## src/rtl/alu_seq.sv

```systemverilog
// Multi-cycle MIPS ALU: single-cycle logic/arith/shift ops plus an iterative
// shift-add MULTU, with start/busy/done handshake and held registered results.
module alu_seq #(
  parameter int WIDTH = 32
) (
  input  logic             clk,
  input  logic             rst,
  input  logic             start,
  input  logic [2:0]       aluop,
  input  logic [WIDTH-1:0] a,
  input  logic [WIDTH-1:0] b,
  output logic             busy,
  output logic             done,
  output logic [WIDTH-1:0] result_lo,
  output logic [WIDTH-1:0] result_hi,
  output logic             zero,
  output logic             carry,
  output logic             overflow
);

  localparam int SHW = $clog2(WIDTH);

  typedef enum logic {IDLE, MUL} state_t;

  typedef enum logic [2:0] {
    OP_AND   = 3'b000,
    OP_OR    = 3'b001,
    OP_ADD   = 3'b010,
    OP_MULTU = 3'b011,
    OP_SLL   = 3'b100,
    OP_SRL   = 3'b101,
    OP_SUB   = 3'b110,
    OP_SLT   = 3'b111
  } op_t;

  state_t             state, state_n;
  op_t                op;
  logic [WIDTH-1:0]   mcand, mcand_n;
  logic [2*WIDTH-1:0] prod, prod_n, prod_step;
  logic [SHW:0]       cnt, cnt_n;
  logic               busy_n, done_n, zero_n, carry_n, ovf_n;
  logic [WIDTH-1:0]   lo_n, hi_n;

  logic [WIDTH-1:0]   bx;
  logic [WIDTH:0]     sum;
  logic [WIDTH:0]     step_sum;
  logic               ovf_as, slt;

  assign op = op_t'(aluop);

  // aluop[2] selects ~b with carry-in 1, so SUB and SLT share the adder.
  always_comb begin
    bx     = aluop[2] ? ~b : b;
    sum    = {1'b0, a} + {1'b0, bx} + {{WIDTH{1'b0}}, aluop[2]};
    ovf_as = (a[WIDTH-1] == bx[WIDTH-1]) && (sum[WIDTH-1] != a[WIDTH-1]);
    slt    = sum[WIDTH-1] ^ ovf_as;
  end

  // Upper half of prod is the accumulator, lower half the shifting multiplier.
  always_comb begin
    step_sum  = {1'b0, prod[2*WIDTH-1:WIDTH]} + (prod[0] ? {1'b0, mcand} : '0);
    prod_step = {step_sum, prod[WIDTH-1:1]};
  end

  always_comb begin
    state_n = state;
    mcand_n = mcand;
    prod_n  = prod;
    cnt_n   = cnt;
    busy_n  = busy;
    done_n  = 1'b0;
    lo_n    = result_lo;
    hi_n    = result_hi;
    zero_n  = zero;
    carry_n = carry;
    ovf_n   = overflow;

    unique case (state)
      IDLE: begin
        if (start) begin
          if (op == OP_MULTU) begin
            mcand_n = a;
            prod_n  = {{WIDTH{1'b0}}, b};
            cnt_n   = (SHW+1)'(WIDTH);
            busy_n  = 1'b1;
            state_n = MUL;
          end else begin
            done_n  = 1'b1;
            hi_n    = '0;
            carry_n = 1'b0;
            ovf_n   = 1'b0;
            case (op)
              OP_AND: lo_n = a & b;
              OP_OR:  lo_n = a | b;
              OP_ADD, OP_SUB: begin
                lo_n    = sum[WIDTH-1:0];
                carry_n = sum[WIDTH];
                ovf_n   = ovf_as;
              end
              OP_SLT: begin
                lo_n    = {{(WIDTH-1){1'b0}}, slt};
                carry_n = sum[WIDTH];
              end
              OP_SLL: lo_n = a << b[SHW-1:0];
              OP_SRL: lo_n = a >> b[SHW-1:0];
              default: lo_n = '0;
            endcase
            zero_n = (lo_n == '0);
          end
        end
      end
      MUL: begin
        prod_n = prod_step;
        cnt_n  = cnt - 1'b1;
        if (cnt == 1) begin
          state_n = IDLE;
          busy_n  = 1'b0;
          done_n  = 1'b1;
          lo_n    = prod_step[WIDTH-1:0];
          hi_n    = prod_step[2*WIDTH-1:WIDTH];
          zero_n  = (prod_step[WIDTH-1:0] == '0);
          carry_n = 1'b0;
          ovf_n   = 1'b0;
        end
      end
      default: state_n = IDLE;
    endcase
  end

  always_ff @(posedge clk or posedge rst) begin
    if (rst) begin
      state     <= IDLE;
      mcand     <= '0;
      prod      <= '0;
      cnt       <= '0;
      busy      <= 1'b0;
      done      <= 1'b0;
      result_lo <= '0;
      result_hi <= '0;
      zero      <= 1'b0;
      carry     <= 1'b0;
      overflow  <= 1'b0;
    end else begin
      state     <= state_n;
      mcand     <= mcand_n;
      prod      <= prod_n;
      cnt       <= cnt_n;
      busy      <= busy_n;
      done      <= done_n;
      result_lo <= lo_n;
      result_hi <= hi_n;
      zero      <= zero_n;
      carry     <= carry_n;
      overflow  <= ovf_n;
    end
  end

endmodule

```

## config.mk

```make
export PLATFORM = sky130hd
export DESIGN_NAME = alu_seq
export DESIGN_NICKNAME = d
export VERILOG_FILES = /design/src/rtl/alu_seq.sv
export SDC_FILE = /design/constraint.sdc
export NUM_CORES = 1
export LEC_CHECK = 0
export BUFFER_PORTS_ARGS = -buffer_cell sky130_fd_sc_hd__clkbuf_2
export CAP_MARGIN = 5
export CORE_ASPECT_RATIO = 2
export CORE_MARGIN = 4
export CORE_UTILIZATION = 50
export CTS_BUF_LIST = sky130_fd_sc_hd__clkbuf_16
export DETAILED_ROUTE_END_ITERATION = 8
export MAX_ROUTING_LAYER = met4
export PLACE_DENSITY = 0.72
export SKIP_LAST_GASP = 1
export SLEW_MARGIN = 20
export SYNTH_ARGS = -nofsm -noshare
export SYNTH_HDL_FRONTEND = slang
export SYNTH_SLANG_ARGS = --single-unit
```

## constraint.sdc

```tcl
create_clock -name clk -period 5.8 [get_ports clk]
set_input_delay 0.87 -clock clk [delete_from_list [all_inputs] [get_ports clk]]
set_output_delay 0.87 -clock clk [all_outputs]
set_load 0.05 [all_outputs]
```

* Yosys cells after proc, flatten, opt, wreduce, memory -nomap -nowiden *
Cells that the tools add are included.

storage, ports and cells
  bits of input ports = 70
  logic and storage cells = 90
  output and inout port bits = 69
  register bits after elaboration = 172

operators by class
  eq/ne operators = 14
  add/sub/neg operators = 4
  mux-type cells = 44
  reduce and logical (&&, ||, !) cells = 10
  shift operators = 2
  bitwise logic cells = 5

operators with widths
  cell                 count
  $mux 32              11
  $pmux 32 s6          1
  $mux 64              2
  $pmux 32 s2          2
  $pmux 64 s2          1
  $add 32x32->33       2
  $logic_not 32->1     2
  $add 33x1->33        1
  $and 32x32->32       1
  $not 32->32          1
  $or 32x32->32        1
  $shl 32x5->32        1
  $shr 32x5->32        1
  $mux 1               18
  $eq 3x3->1 const B   4
  $mux 6               2
  $pmux 1 s2           6
  $pmux 6 s2           1
  $reduce_and 3->1     3
  $eq 3x2->1 const B   2
  $eq 6x1->1 const B   1
  $ne 2x2->1 const B   3
  $sub 6x1->6 const B  1
  $eq 3x1->1 const B   1
  other kinds (10)     10

* Logic depth before layout (Yosys ltp) *
Gate-level depths: netlist (run 1).

  depth after elaboration = 15
  mapped depth = 18
  gate-level depth less buffers = 14

* Worst setup path after synthesis (run 1) *
OpenSTA, ideal clock, no wires.

  kind = input port to flip-flop
  start point = input aluop[2]
  end point = register zero
  arrival time = 4.851 ns
  setup time = 0.092 ns
  setup slack = 0.858 ns
  data required time = 5.708 ns
  buffers on the path = 3
  stages on the path = 16
  cells stage by stage = clkbuf_1 -> clkbuf_1 -> xor2_1 -> ha_1 -> clkbuf_2 -> a21oi_1 -> nor2_1 -> nor4_4 -> nor4_4 -> nor3_2 -> o31ai_2 -> and2_4 -> a311o_1 -> or4_1 -> or4_1 -> o31ai_2

on the way
  cells in the longest elaborated chain, start to end = 14
  elaborated cells between the ends (all ways) = 26
  those cells by class = add/sub (2); eq/ne (10); mux (8); bitwise (1); reduce/logical (5)

RTL lines
  element               line  text
  from (decl)           9     input logic [2:0] aluop,
  $mux 32               53    bx = aluop[2] ? ~b : b;
  $add 32x32->33        54    sum = {1'b0, a} + {1'b0, bx} + {{WIDTH{1'b0}}, aluop[2]};
  $add 33x1->33         54
  $ne 1x1->1            55    ovf_as = (a[WIDTH-1] == bx[WIDTH-1]) && (sum[WIDTH-1] != a[WIDTH-1]);
  $logic_and 1x1->1     55
  $xor 1x1->1           56    slt = sum[WIDTH-1] ^ ovf_as;
  $pmux 32 s6           92    case (op)
  $mux 32               81    if (op == OP_MULTU) begin
  $mux 32               80    if (start) begin
  $mux 32               78    unique case (state)
  $logic_not 32->1      108   zero_n = (lo_n == '0);
  $mux 1                81
  $mux 1                80
  $pmux 1 s2            78
  to (signal assigned)  152   zero <= zero_n;
  to (decl)             16    output logic zero,

Parallel ways exist; a longest one is shown, timed or not. The select of a mux whose other input is x is not followed.
A chain may end at the register's enable or synchronous reset.

* Final worst setup path (run 1) *
Same ends and word-level chain as after synthesis.

==> results.yml, run 1 <==
sta:
  rsz0062_at_grt: "false"
  fmax_mhz: 198
  setup_slack_ps: 758
  skew_ps: 11.5
  layout_min_cycle_time_ps: 5040
  setup_violations: 0
  fin_crit_sh: 0.869
  tns_ps: 0
  worst_pin_slew_ps: 1280
  slew_headroom: 0.137
  hold_violations: 0
  drv_slew: 0
finish:
  final_area_um2: 16500
  nNetsFinal: 2047
  layout_common_cells: "nand2_1 (305), dfrtp_1 (171), nor2_1 (168)"
  fill_cells: 2709
  drive_gt1_frac: 0.175
  layout.cells.non_filler: 2289
  area_growth_pct: 11.1
  utilization: 0.561
  final_common_cell: "nand2_1"
place:
  hpwl_um: 53500
  portBuffers: 138
  post-place-cells: 2254
  gp_congestion: 1.18
  place_area_um2: 16000
  pre_cts_ws_ps: 467
route:
  drt_iter0_drc: 1569
  postRouteAntennaNets: 0
  vias: 15700
  first_pass_iters: 6
  post_drt_via_cell_ratio: 6.84
  drc: 0
  post_drt_wl_per_cell_um: 30.5
  routed_wl_um: 69700
cts:
  cts_resized: 0
  cts_setup_buffers: 0
  cts_tree: "yes"
  cts.path.max_buffers: 2
  cts_buffers: 17
  root_buffer: "clkbuf_16"
  clk_pin_slew_ps: 70
  cts_max_level: 4
  clkLatencyLatePin_ps: 440
  cts_hold_buffers: 0
  cts.sinks: 172
synthesis:
  syn-cell-area_um2: 14900
  synth.avg_cell_area_um2: 8.18
  synth-main-ff-cell: "dfrtp_1"
  syn_inst: 1821
  syn_nets: 1959
  yosys_warnings: 0
  synth-async-reset-ratio: 1.00
  synth_edf_count: 0
  synth_seq_area_share: 0.289
  synth-seq-cells: 172
  yosysUniqueCellTypes: 88
floorplan:
  num_rows: 89
  core_area_um2: 29500
  die_x_um: 130
  die-height_um: 252
  io_pins: 139
  die_area_um2: 32800
  start_util: 0.505
run_status:
  outcome: "finished clean"
critical_path:
  critPathArrivalTime_ps: 5390
  cp_slowest_stage_delay_ps: 690
  worstSetupStartpointType: "input port"
  rrSetupSlack_ps: 1700
  crit_fanout: 16
  ff2ff_path_depth: 13
  crit_slowest_cell: "nor4_1"
  cp.required_ps: 6140
  crit_top_cell: "nor4_1"
  timing.rr.start: "prod[0]$_DFFE_PP0P_"
  crit_path_end_kind: "register"
  path_class: "in2reg"
  r2r_end: "result_hi[28]$_DFFE_PP0P_"
  worstPathCellList: "clkbuf_2 > xor2_1 > ha_1 > nor2b_1 > o31ai_1 > a211oi_1 > nor2_1 > o41ai_1 > nor4_1 > nand2_1 > nor4_1 > nand4_1 > or4_1 > o31ai_2"
hold_path:
  worstHoldStart: "result_hi[14]$_DFFE_PP0P_"
  hold_depth: 2
  min_to: "result_hi[14]$_DFFE_PP0P_"
  hold_class: "reg2reg"
grt:
  overflow: 0
  grt_usage: 0.434
  grt_pass1_vias: 15400
  antenna_found_initial: 2
  grt_pass1_wl_um: 100000
  grt_max_degree: 82
pwr:
  p_leak_nw: 7.46
  irDropWorstVdd_mv: 0.279
  powerDensity_nw_per_um2: 494
job:
  timing.max_cap.violations: 0
==> kinds of logic after synthesis <==
| kind of cell | count (synthesis) | share of synthesized area |
|---|---|---|
| and+or+nand+nor | 670 | 0.203 |
| adders and majority gates | 88 | 0.0716 |
| muxes | 139 | 0.113 |
| DFF | 172 | 0.289 |
| AOI/OAI and AO/OA | 518 | 0.234 |
| xor gates and xnor gates | 77 | 0.0453 |
| buffers and inverters | 157 | 0.0445 |
==> report_power, final <==
| part | switching, mW | internal (mW) |
|---|---|---|
| registers | 0.384 | 1.78 |
| clock network | 0.483 | 0.631 |
| logic | 3.26 | 1.63 |
==> metrics by stage <==
| step | hold slack, ps | power (mW) |
|---|---|---|
| detailed placement | 463 | 6.98 |
| finish | 473 | 8.17 |
| CTS | 477 | 8.11 |
| global route | 508 | 8.69 |
| floorplan | 449 | 5.63 |
| global placement | 454 | 6.84 |
==> sequential cells by signal, summed over array words and instances, names as in the netlist, 6 cells and up <==
name	flops
prod	64
cnt	6
mcand	32
result_lo	32
result_hi	32
==> routing by layer <==
metal | vias up | track usage | wire length [um]
li1 | 6848 | - | -
met3 | 379 | 0.0886 | 5010
met4 | 0 | 0.426 | 9100
met5 | - | - | 0
met2 | 890 | 0.690 | 33300
met1 | 7545 | 0.421 | 22300
==> final cells by class <==
class	instances	area [um2]	share of cell area
multi-input combinational	1492	9960	0.602
sequential	172	4310	0.260
timing repair buffer	192	1110	0.0672
tap	364	455	0.0275
clock buffer	17	425	0.0257
clock inverter	15	150	0.00908
inverter	34	133	0.00802
antenna	3	7.51	0.000454
==> worst max path at each step <==
stage	start	to	slack (ps)	cells past startpoint
after detailed placement	aluop[2]	zero$_DFFE_PP0P_	470	15
after CTS	aluop[2]	zero$_DFFE_PP0P_	920	15
after global routing	aluop[2]	zero$_DFFE_PP0P_	500	15
after global placement	aluop[2]	zero$_DFFE_PP0P_	570	14
after floorplan	rst	busy$_DFFE_PP0P_	270	1
final	aluop[2]	zero$_DFFE_PP0P_	760	14
==> synth_stat cells (6+ instances only) <==
cell | instances | share of area
a211oi_1 | 22 | 0.011
o31ai_1 | 32 | 0.016
o221ai_1 | 10 | 0.0059
dfrtp_1 | 172 | 0.29
nor2b_1 | 15 | 0.0063
mux2_2 | 65 | 0.049
mux2i_1 | 55 | 0.037
nor3_1 | 27 | 0.0091
o21a_1 | 7 | 0.0035
o21bai_1 | 12 | 0.0060
a21o_1 | 28 | 0.014
a21oi_1 | 114 | 0.038
and2_1 | 37 | 0.016
or3_1 | 7 | 0.0029
xor2_1 | 51 | 0.030
ha_1 | 66 | 0.055
nand2b_1 | 10 | 0.0042
nand4_1 | 17 | 0.0071
a221oi_1 | 15 | 0.0088
nand2_1 | 305 | 0.077
inv_1 | 31 | 0.0078
nand3_1 | 29 | 0.0097
buf_2 | 9 | 0.0030
a22oi_1 | 16 | 0.0081
nor2_1 | 171 | 0.043
buf_1 | 11 | 0.0028
o41ai_1 | 6 | 0.0035
xnor2_1 | 26 | 0.015
o211ai_1 | 21 | 0.011
clkbuf_1 | 94 | 0.024
o21ai_0 | 89 | 0.030
o22ai_1 | 31 | 0.013
mux4_2 | 14 | 0.021
maj3_1 | 20 | 0.013
nor4_1 | 16 | 0.0067
a22o_1 | 19 | 0.011
a31oi_1 | 41 | 0.017
==> worst max-delay path: cells and delay by family <==
family,cells,cell delay [ps]
adder cells (fa/ha/maj),1,350
XOR/XNOR,1,240
buffers and inverters,1,300
AO/OA/AOI/OAI,4,1230
AND/OR/NAND/NOR,7,2370
Note: power is estimated with default switching activity, not from simulation.
==> run 2, diff against run 1 <==
--- a/config.mk
+++ b/config.mk
@@ -5,15 +5,17 @@
 export SDC_FILE = /design/constraint.sdc
 export NUM_CORES = 1
 export LEC_CHECK = 0
+export ABC_AREA = 1
 export BUFFER_PORTS_ARGS = -buffer_cell sky130_fd_sc_hd__clkbuf_2
 export CAP_MARGIN = 5
 export CORE_ASPECT_RATIO = 2
 export CORE_MARGIN = 4
 export CORE_UTILIZATION = 50
-export CTS_BUF_LIST = sky130_fd_sc_hd__clkbuf_16
+export CTS_BUF_LIST = sky130_fd_sc_hd__clkbuf_8 sky130_fd_sc_hd__clkbuf_16
+export CTS_CLUSTER_DIAMETER = 100
 export DETAILED_ROUTE_END_ITERATION = 8
 export MAX_ROUTING_LAYER = met4
-export PLACE_DENSITY = 0.72
+export PLACE_DENSITY = 0.71
 export SKIP_LAST_GASP = 1
 export SLEW_MARGIN = 20
 export SYNTH_ARGS = -nofsm -noshare
==> results.yml, run 2 <==
cts:
  clkLatencyLatePin_ps: 450
  cts.sinks: 172
  cts_tree: "yes"
  clk_pin_slew_ps: 70
  root_buffer: "clkbuf_16"
  cts_max_level: 4
  cts_hold_buffers: 0
  cts.path.max_buffers: 2
  cts_buffers: 17
  cts_setup_buffers: 0
  cts_resized: 0
critical_path:
  crit_top_cell: "nand2_1"
  worstPathCellList: "clkbuf_2 > nand2_1 > nand2_2 > inv_1 > fa_1 > inv_1 > nand3_1 > nand2_1 > nand2_1 > nand2_1 > a21oi_1 > o21ai_0 > nand4_1 > nor2_1 > nand2_1 > nor2_1 > nand2_1 > nor2_1 > nand2_1 > a21oi_2"
  startpoint: "aluop[2]"
  crit_fanout: 28
  ff2ff_path_depth: 15
  crit_path_end_kind: "register"
  cp.required_ps: 6170
  r2r_end: "result_hi[18]$_DFFE_PP0P_"
  cp_num_buf_inv: 3
  critPathTopFamily: "simple AND/OR/NAND/NOR gates"
  worstSetupStartpointType: "input port"
  critPathArrivalTime_ps: 4480
  path_class: "in2reg"
  cp_slowest_stage_delay_ps: 640
  crit_slowest_cell: "clkbuf_2"
  timing.rr.start: "prod[0]$_DFFE_PP0P_"
  rrSetupSlack_ps: 2190
synthesis:
  synth-main-ff-cell: "dfrtp_1"
  synthTopCellsByCount: "nand2_1 (750), nand3_1 (413), inv_1 (277)"
  yosys-top-cells-area: "dfrtp_1 (27%), nand2_1 (18%), nand3_1 (13%)"
  synth_top_area_frac: 0.268
  synth-async-reset-ratio: 1.00
  yosysUniqueCellTypes: 56
  synth.avg_cell_area_um2: 6.29
  synth.most_common_cell: "nand2_1"
  yosys_warnings: 0
  synth_edf_count: 0
  syn-cell-area_um2: 16100
  synth_seq_area_share: 0.268
  synth_area_leader_cell: "dfrtp_1"
  synth-seq-cells: 172
  syn_nets: 2692
  syn_inst: 2554
route:
  drc: 0
  post_drt_wl_per_cell_um: 24.3
  vias: 18700
  first_pass_iters: 9
  drt_iter0_drc: 1851
  postRouteAntennaNets: 0
  post_drt_via_cell_ratio: 6.09
  routed_wl_um: 74400
sta:
  rsz0062_at_grt: "false"
  worst_pin_slew_ps: 1030
  skew_ps: 20.8
  fmax_mhz: 244
  drv_slew: 0
  hold_violations: 0
  layout_min_cycle_time_ps: 4100
  setup_slack_ps: 1700
  fin_crit_sh: 0.707
  tns_ps: 0
  slew_headroom: 0.314
  setup_violations: 0
finish:
  final_area_um2: 17500
  final_common_cell: "nand2_1"
  area_growth_pct: 9.03
  regMostFlops: "prod"
  drive_gt1_frac: 0.109
  layout_common_cells: "nand2_1 (749), nand3_1 (413), inv_1 (278)"
  nNetsFinal: 2767
  largest_reg_flops: 64
  diodes: 0
grt:
  antenna_found_initial: 0
  grt_pass1_wl_um: 110000
  grt_max_degree: 99
  overflow: 0
  grt_pass1_vias: 18500
  grt_usage: 0.432
place:
  hpwl_um: 58600
  pre_cts_ws_ps: 1470
  gp_congestion: 1.14
  portBuffers: 138
  place_area_um2: 16900
job:
  timing.max_cap.violations: 0
hold_path:
  worstHoldStart: "mcand[0]$_DFFE_PP0P_"
  hold_class: "reg2reg"
  hold_depth: 2
  min_to: "mcand[0]$_DFFE_PP0P_"
pwr:
  irDropWorstVdd_mv: 0.242
  powerDensity_nw_per_um2: 386
  finalPower_mw: 6.77
  p_leak_nw: 9.34
run_status:
  outcome: "finished clean"
floorplan:
  die_area_um2: 35200
  io_pins: 139
  die_x_um: 135
  die-height_um: 261
  core_area_um2: 31700
  num_rows: 92
  start_util: 0.507
-- run 2: layer usage --
layer	GRT usage	wire, um	share of wire	up-vias
met5	-	0	0	-
li1	-	-	-	8619
met3	0.0713	5710	0.077	376
met4	0.417	9290	0.12	0
met1	0.417	23600	0.32	8596
met2	0.717	35900	0.48	1082
-- run 2: how the worst max path moves through the flow --
stage | endpoint | slack (ps) | cells past startpoint
global route | zero$_DFFE_PP0P_ | 1610 | 20
floorplan | busy$_DFFE_PP0P_ | 270 | 1
CTS | zero$_DFFE_PP0P_ | 1920 | 20
detailed placement | zero$_DFFE_PP0P_ | 1470 | 20
global placement | zero$_DFFE_PP0P_ | 1420 | 20
finish | zero$_DFFE_PP0P_ | 1700 | 20
-- run 2: final cells by class --
cell class / instances / area [um2]
Clock buffer: 17 / 425
Clock inverter: 15 / 139
Multi-Input combinational cell: 1982 / 10100
Inverter: 290 / 1100
Fill cell: 3250 / 14100
Tap cell: 423 / 529
Sequential cell: 172 / 4310
Timing Repair Buffer: 166 / 913
-- run 2: worst reg2reg max path, cell delays in order (launching register included) --
cell and delay (ps):
dfrtp_1 340, buf_4 320, nand2_1 130, inv_1 80, ha_1 290, inv_1 110, o21bai_1 120, a31oi_1 170
nand2_1 70, a31oi_1 650, o21ai_0 460, nand2_1 150, nand2_1 90, or2_2 280, nand3_1 120, o21ai_0 90
-- run 2: where the power goes --
group | internal, mW | leakage (nW) | switching [mW]
Combinational | 0.931 | 6.86 | 2.73
Clock | 0.564 | 0.270 | 0.537
Sequential | 1.67 | 2.21 | 0.330
Total | 3.17 | 9.34 | 3.60
-- run 2: cell families after synthesis --
kind of cell             synth area share
AND/OR/NAND/NOR                     0.424
XOR/XNOR                           0.0191
adder cells (fa/ha/maj)            0.0539
buffers and inverters               0.104
AO/OA/AOI/OAI                       0.131
flip-flops                          0.268
-- run 2: stage by stage --
| stage | hold WS [ps] | util | cells |
|---|---|---|---|
| global route | 500 | 0.553 | 3065 |
| floorplan | 442 | - | 2554 |
| global placement | 454 | 0.535 | 3033 |
| finish | 471 | 0.553 | 3065 |
| CTS | 475 | 0.553 | 3065 |
| detailed placement | 459 | 0.535 | 3033 |
==> run 3, diff against run 2 <==
--- a/config.mk
+++ b/config.mk
@@ -5,7 +5,7 @@
 export SDC_FILE = /design/constraint.sdc
 export NUM_CORES = 1
 export LEC_CHECK = 0
-export ABC_AREA = 1
+export ABC_AREA = 0
 export BUFFER_PORTS_ARGS = -buffer_cell sky130_fd_sc_hd__clkbuf_2
 export CAP_MARGIN = 5
 export CORE_ASPECT_RATIO = 2
@@ -15,7 +15,7 @@
 export CTS_CLUSTER_DIAMETER = 100
 export DETAILED_ROUTE_END_ITERATION = 8
 export MAX_ROUTING_LAYER = met4
-export PLACE_DENSITY = 0.71
+export PLACE_DENSITY = 0.72
 export SKIP_LAST_GASP = 1
 export SLEW_MARGIN = 20
 export SYNTH_ARGS = -nofsm -noshare
==> constraint.sdc (replaced) <==
create_clock -name clk -period 3.7 [get_ports clk]
set_input_delay 0.555 -clock clk [delete_from_list [all_inputs] [get_ports clk]]
set_output_delay 0.555 -clock clk [all_outputs]
set_load 0.05 [all_outputs]
==> results.yml, run 3 (same netlist as run 1, synthesis figures left out) <==
finish:
  layout.cells.non_filler: 2715
  fill_cells: 2299
  regMostFlops: "prod"
  nNetsFinal: 2475
  final_common_cell: "buf_4"
  largest_reg_flops: 64
  layout_common_cells: "buf_4 (468), nand2_1 (299), dfrtp_1 (171)"
  final_area_um2: 20400
  utilization: 0.691
  area_growth_pct: 36.8
  drive_gt1_frac: 0.356
place:
  post-place-cells: 2669
  portBuffers: 138
  hpwl_um: 61700
  place_area_um2: 19200
  gp_congestion: 1.12
job:
  timing.max_cap.violations: 0
route:
  drc: 1
  vias: 17800
  routed_wl_um: 79500
  postRouteAntennaNets: 0
  drt_iter0_drc: 1998
  post_drt_wl_per_cell_um: 29.3
  first_pass_iters: 7
  post_drt_via_cell_ratio: 6.57
sta:
  tns_ps: -300
  drv_slew: 0
  setup_slack_ps: -192
  fmax_mhz: 257
  slew_headroom: 0.161
  skew_ps: 10.4
  layout_min_cycle_time_ps: 3890
  hold_violations: 0
  worst_pin_slew_ps: 1250
  rsz0062_at_grt: "true"
  setup_violations: 2
  fin_crit_sh: 1.05
critical_path:
  worstPathCellList: "buf_4 > buf_4 > buf_4 > mux2_2 > buf_4 > o22ai_1 > nor2_1 > a221oi_2 > o2111ai_1 > nor2_1 > nand3_1 > nor4_2 > nand4_1 > or4_1 > o31ai_2"
  critPathArrivalTime_ps: 4250
  path_class: "in2reg"
  crit_fanout: 13
  cp_num_buf_inv: 4
  crit_path_end_kind: "register"
  cp.required_ps: 4060
  r2r_end: "prod[63]$_DFFE_PP0P_"
  timing.rr.start: "prod[0]$_DFFE_PP0P_"
  rrSetupSlack_ps: 40
  crit_top_cell: "buf_4"
  startpoint: "b[0]"
  worstSetupEndpoint: "zero$_DFFE_PP0P_"
  worstSetupStartpointType: "input port"
  cp_slowest_stage_delay_ps: 530
  path_depth: 15
  crit_slowest_cell: "or4_1"
  critPathTopFamily: "simple AND/OR/NAND/NOR gates"
  ff2ff_path_depth: 16
floorplan:
  io_pins: 139
  die_x_um: 130
  num_rows: 89
  start_util: 0.505
  die-height_um: 252
  core_area_um2: 29500
  die_area_um2: 32800
cts:
  cts_tree: "yes"
  clkLatencyLatePin_ps: 450
  cts_buffers: 17
  cts.path.max_buffers: 2
  cts_max_level: 4
  root_buffer: "clkbuf_16"
  cts.sinks: 172
  clk_pin_slew_ps: 80
pwr:
  irDropWorstVdd_mv: 0.655
  powerDensity_nw_per_um2: 692
  finalPower_mw: 14.1
  p_leak_nw: 9.70
grt:
  antenna_found_initial: 1
  grt_pass1_wl_um: 114000
  grt_max_degree: 112
  grt_usage: 0.492
  overflow: 0
  grt_pass1_vias: 18000
run_status:
  violations: "design-rule violations, negative setup slack"
  outcome: "finished, violations left"
hold_path:
  hold_class: "in2async"
==> run 3: cell types whose count changed in the layout (fill, tap and decap cells not counted), sizes merged, moves of 29 or more <==
cell,before,now
and2,5,38
mux2,0,66
inv,295,42
buf,28,483
o21ai,129,91
nand2,792,305
nand3,437,29
nor2,212,171
o31ai,5,34
mux2i,0,58
==> run 3: worst min-delay path by stage <==
stage                                      to                      from
floorplan                  cnt[5]$_DFFE_PP0P_        cnt[5]$_DFFE_PP0P_
global placement     result_hi[0]$_DFFE_PP0P_  result_hi[0]$_DFFE_PP0P_
finish                   prod[27]$_DFFE_PP0P_                       rst
global route             prod[27]$_DFFE_PP0P_                       rst
detailed placement   result_hi[0]$_DFFE_PP0P_  result_hi[0]$_DFFE_PP0P_
CTS                 result_lo[21]$_DFFE_PP0P_                       rst
==> run 3: worst reg2reg max path: stages, from the launching register on <==
cell and delay [ps]:
dfrtp_1 410, buf_4 210, and2_1 170, ha_1 330, and4_1 270, a21oi_1 220, o221ai_1 230, o211ai_1 290
buf_4 180, a21oi_2 90, o31ai_2 290, buf_4 160, a21oi_1 100, a21o_1 190, a21o_1 200, nand2_1 70
o21ai_0 110
==> run 3: repair_timing <==
item / in CTS / in global routing
hold buffers: 0 / 0
gates cloned: 0 / 1
buffers inserted: 9 / 4
pin swaps: 23 / 20
endpoints found under the hold margin: 0 / 0
resized for setup: 47 / 47
endpoints found under the setup margin: 4 / 20
==> run 3: report_power, final <==
part           total [mW]  switching, mW  internal [mW]
Sequential           3.40          0.618           2.78
Combinational        8.90           5.68           3.22
Clock                1.81          0.901          0.912
Total                14.1           7.20           6.91
==> run 3: metrics by stage <==
stage          setup WS, ps  hold slack, ps
2_1_floorplan          -413             449
3_3_place_gp           -788             449
3_5_place_dp           -844             455
4_1_cts               -61.0             294
5_1_grt                -314             357
6_report               -192             278
==> run 3: final cells by class <==
cell class                      count  area, um2  share of cell area
Tap cell                          364        455              0.0223
Multi-Input combinational cell   1492      10400               0.511
Sequential cell                   172       4310               0.211
Timing Repair Buffer              620       4480               0.220
Clock buffer                       17        425              0.0209
Antenna cell                        1       2.50            0.000123
Clock inverter                     15        168             0.00823
Inverter                           34        131             0.00645
==> run 3: per-layer routing <==
| metal | track usage | part of all wire |
|---|---|---|
| met3 | 0.105 | 0.079 |
| met1 | 0.464 | 0.31 |
| met5 | - | 0 |
| met2 | 0.791 | 0.47 |
| met4 | 0.494 | 0.14 |
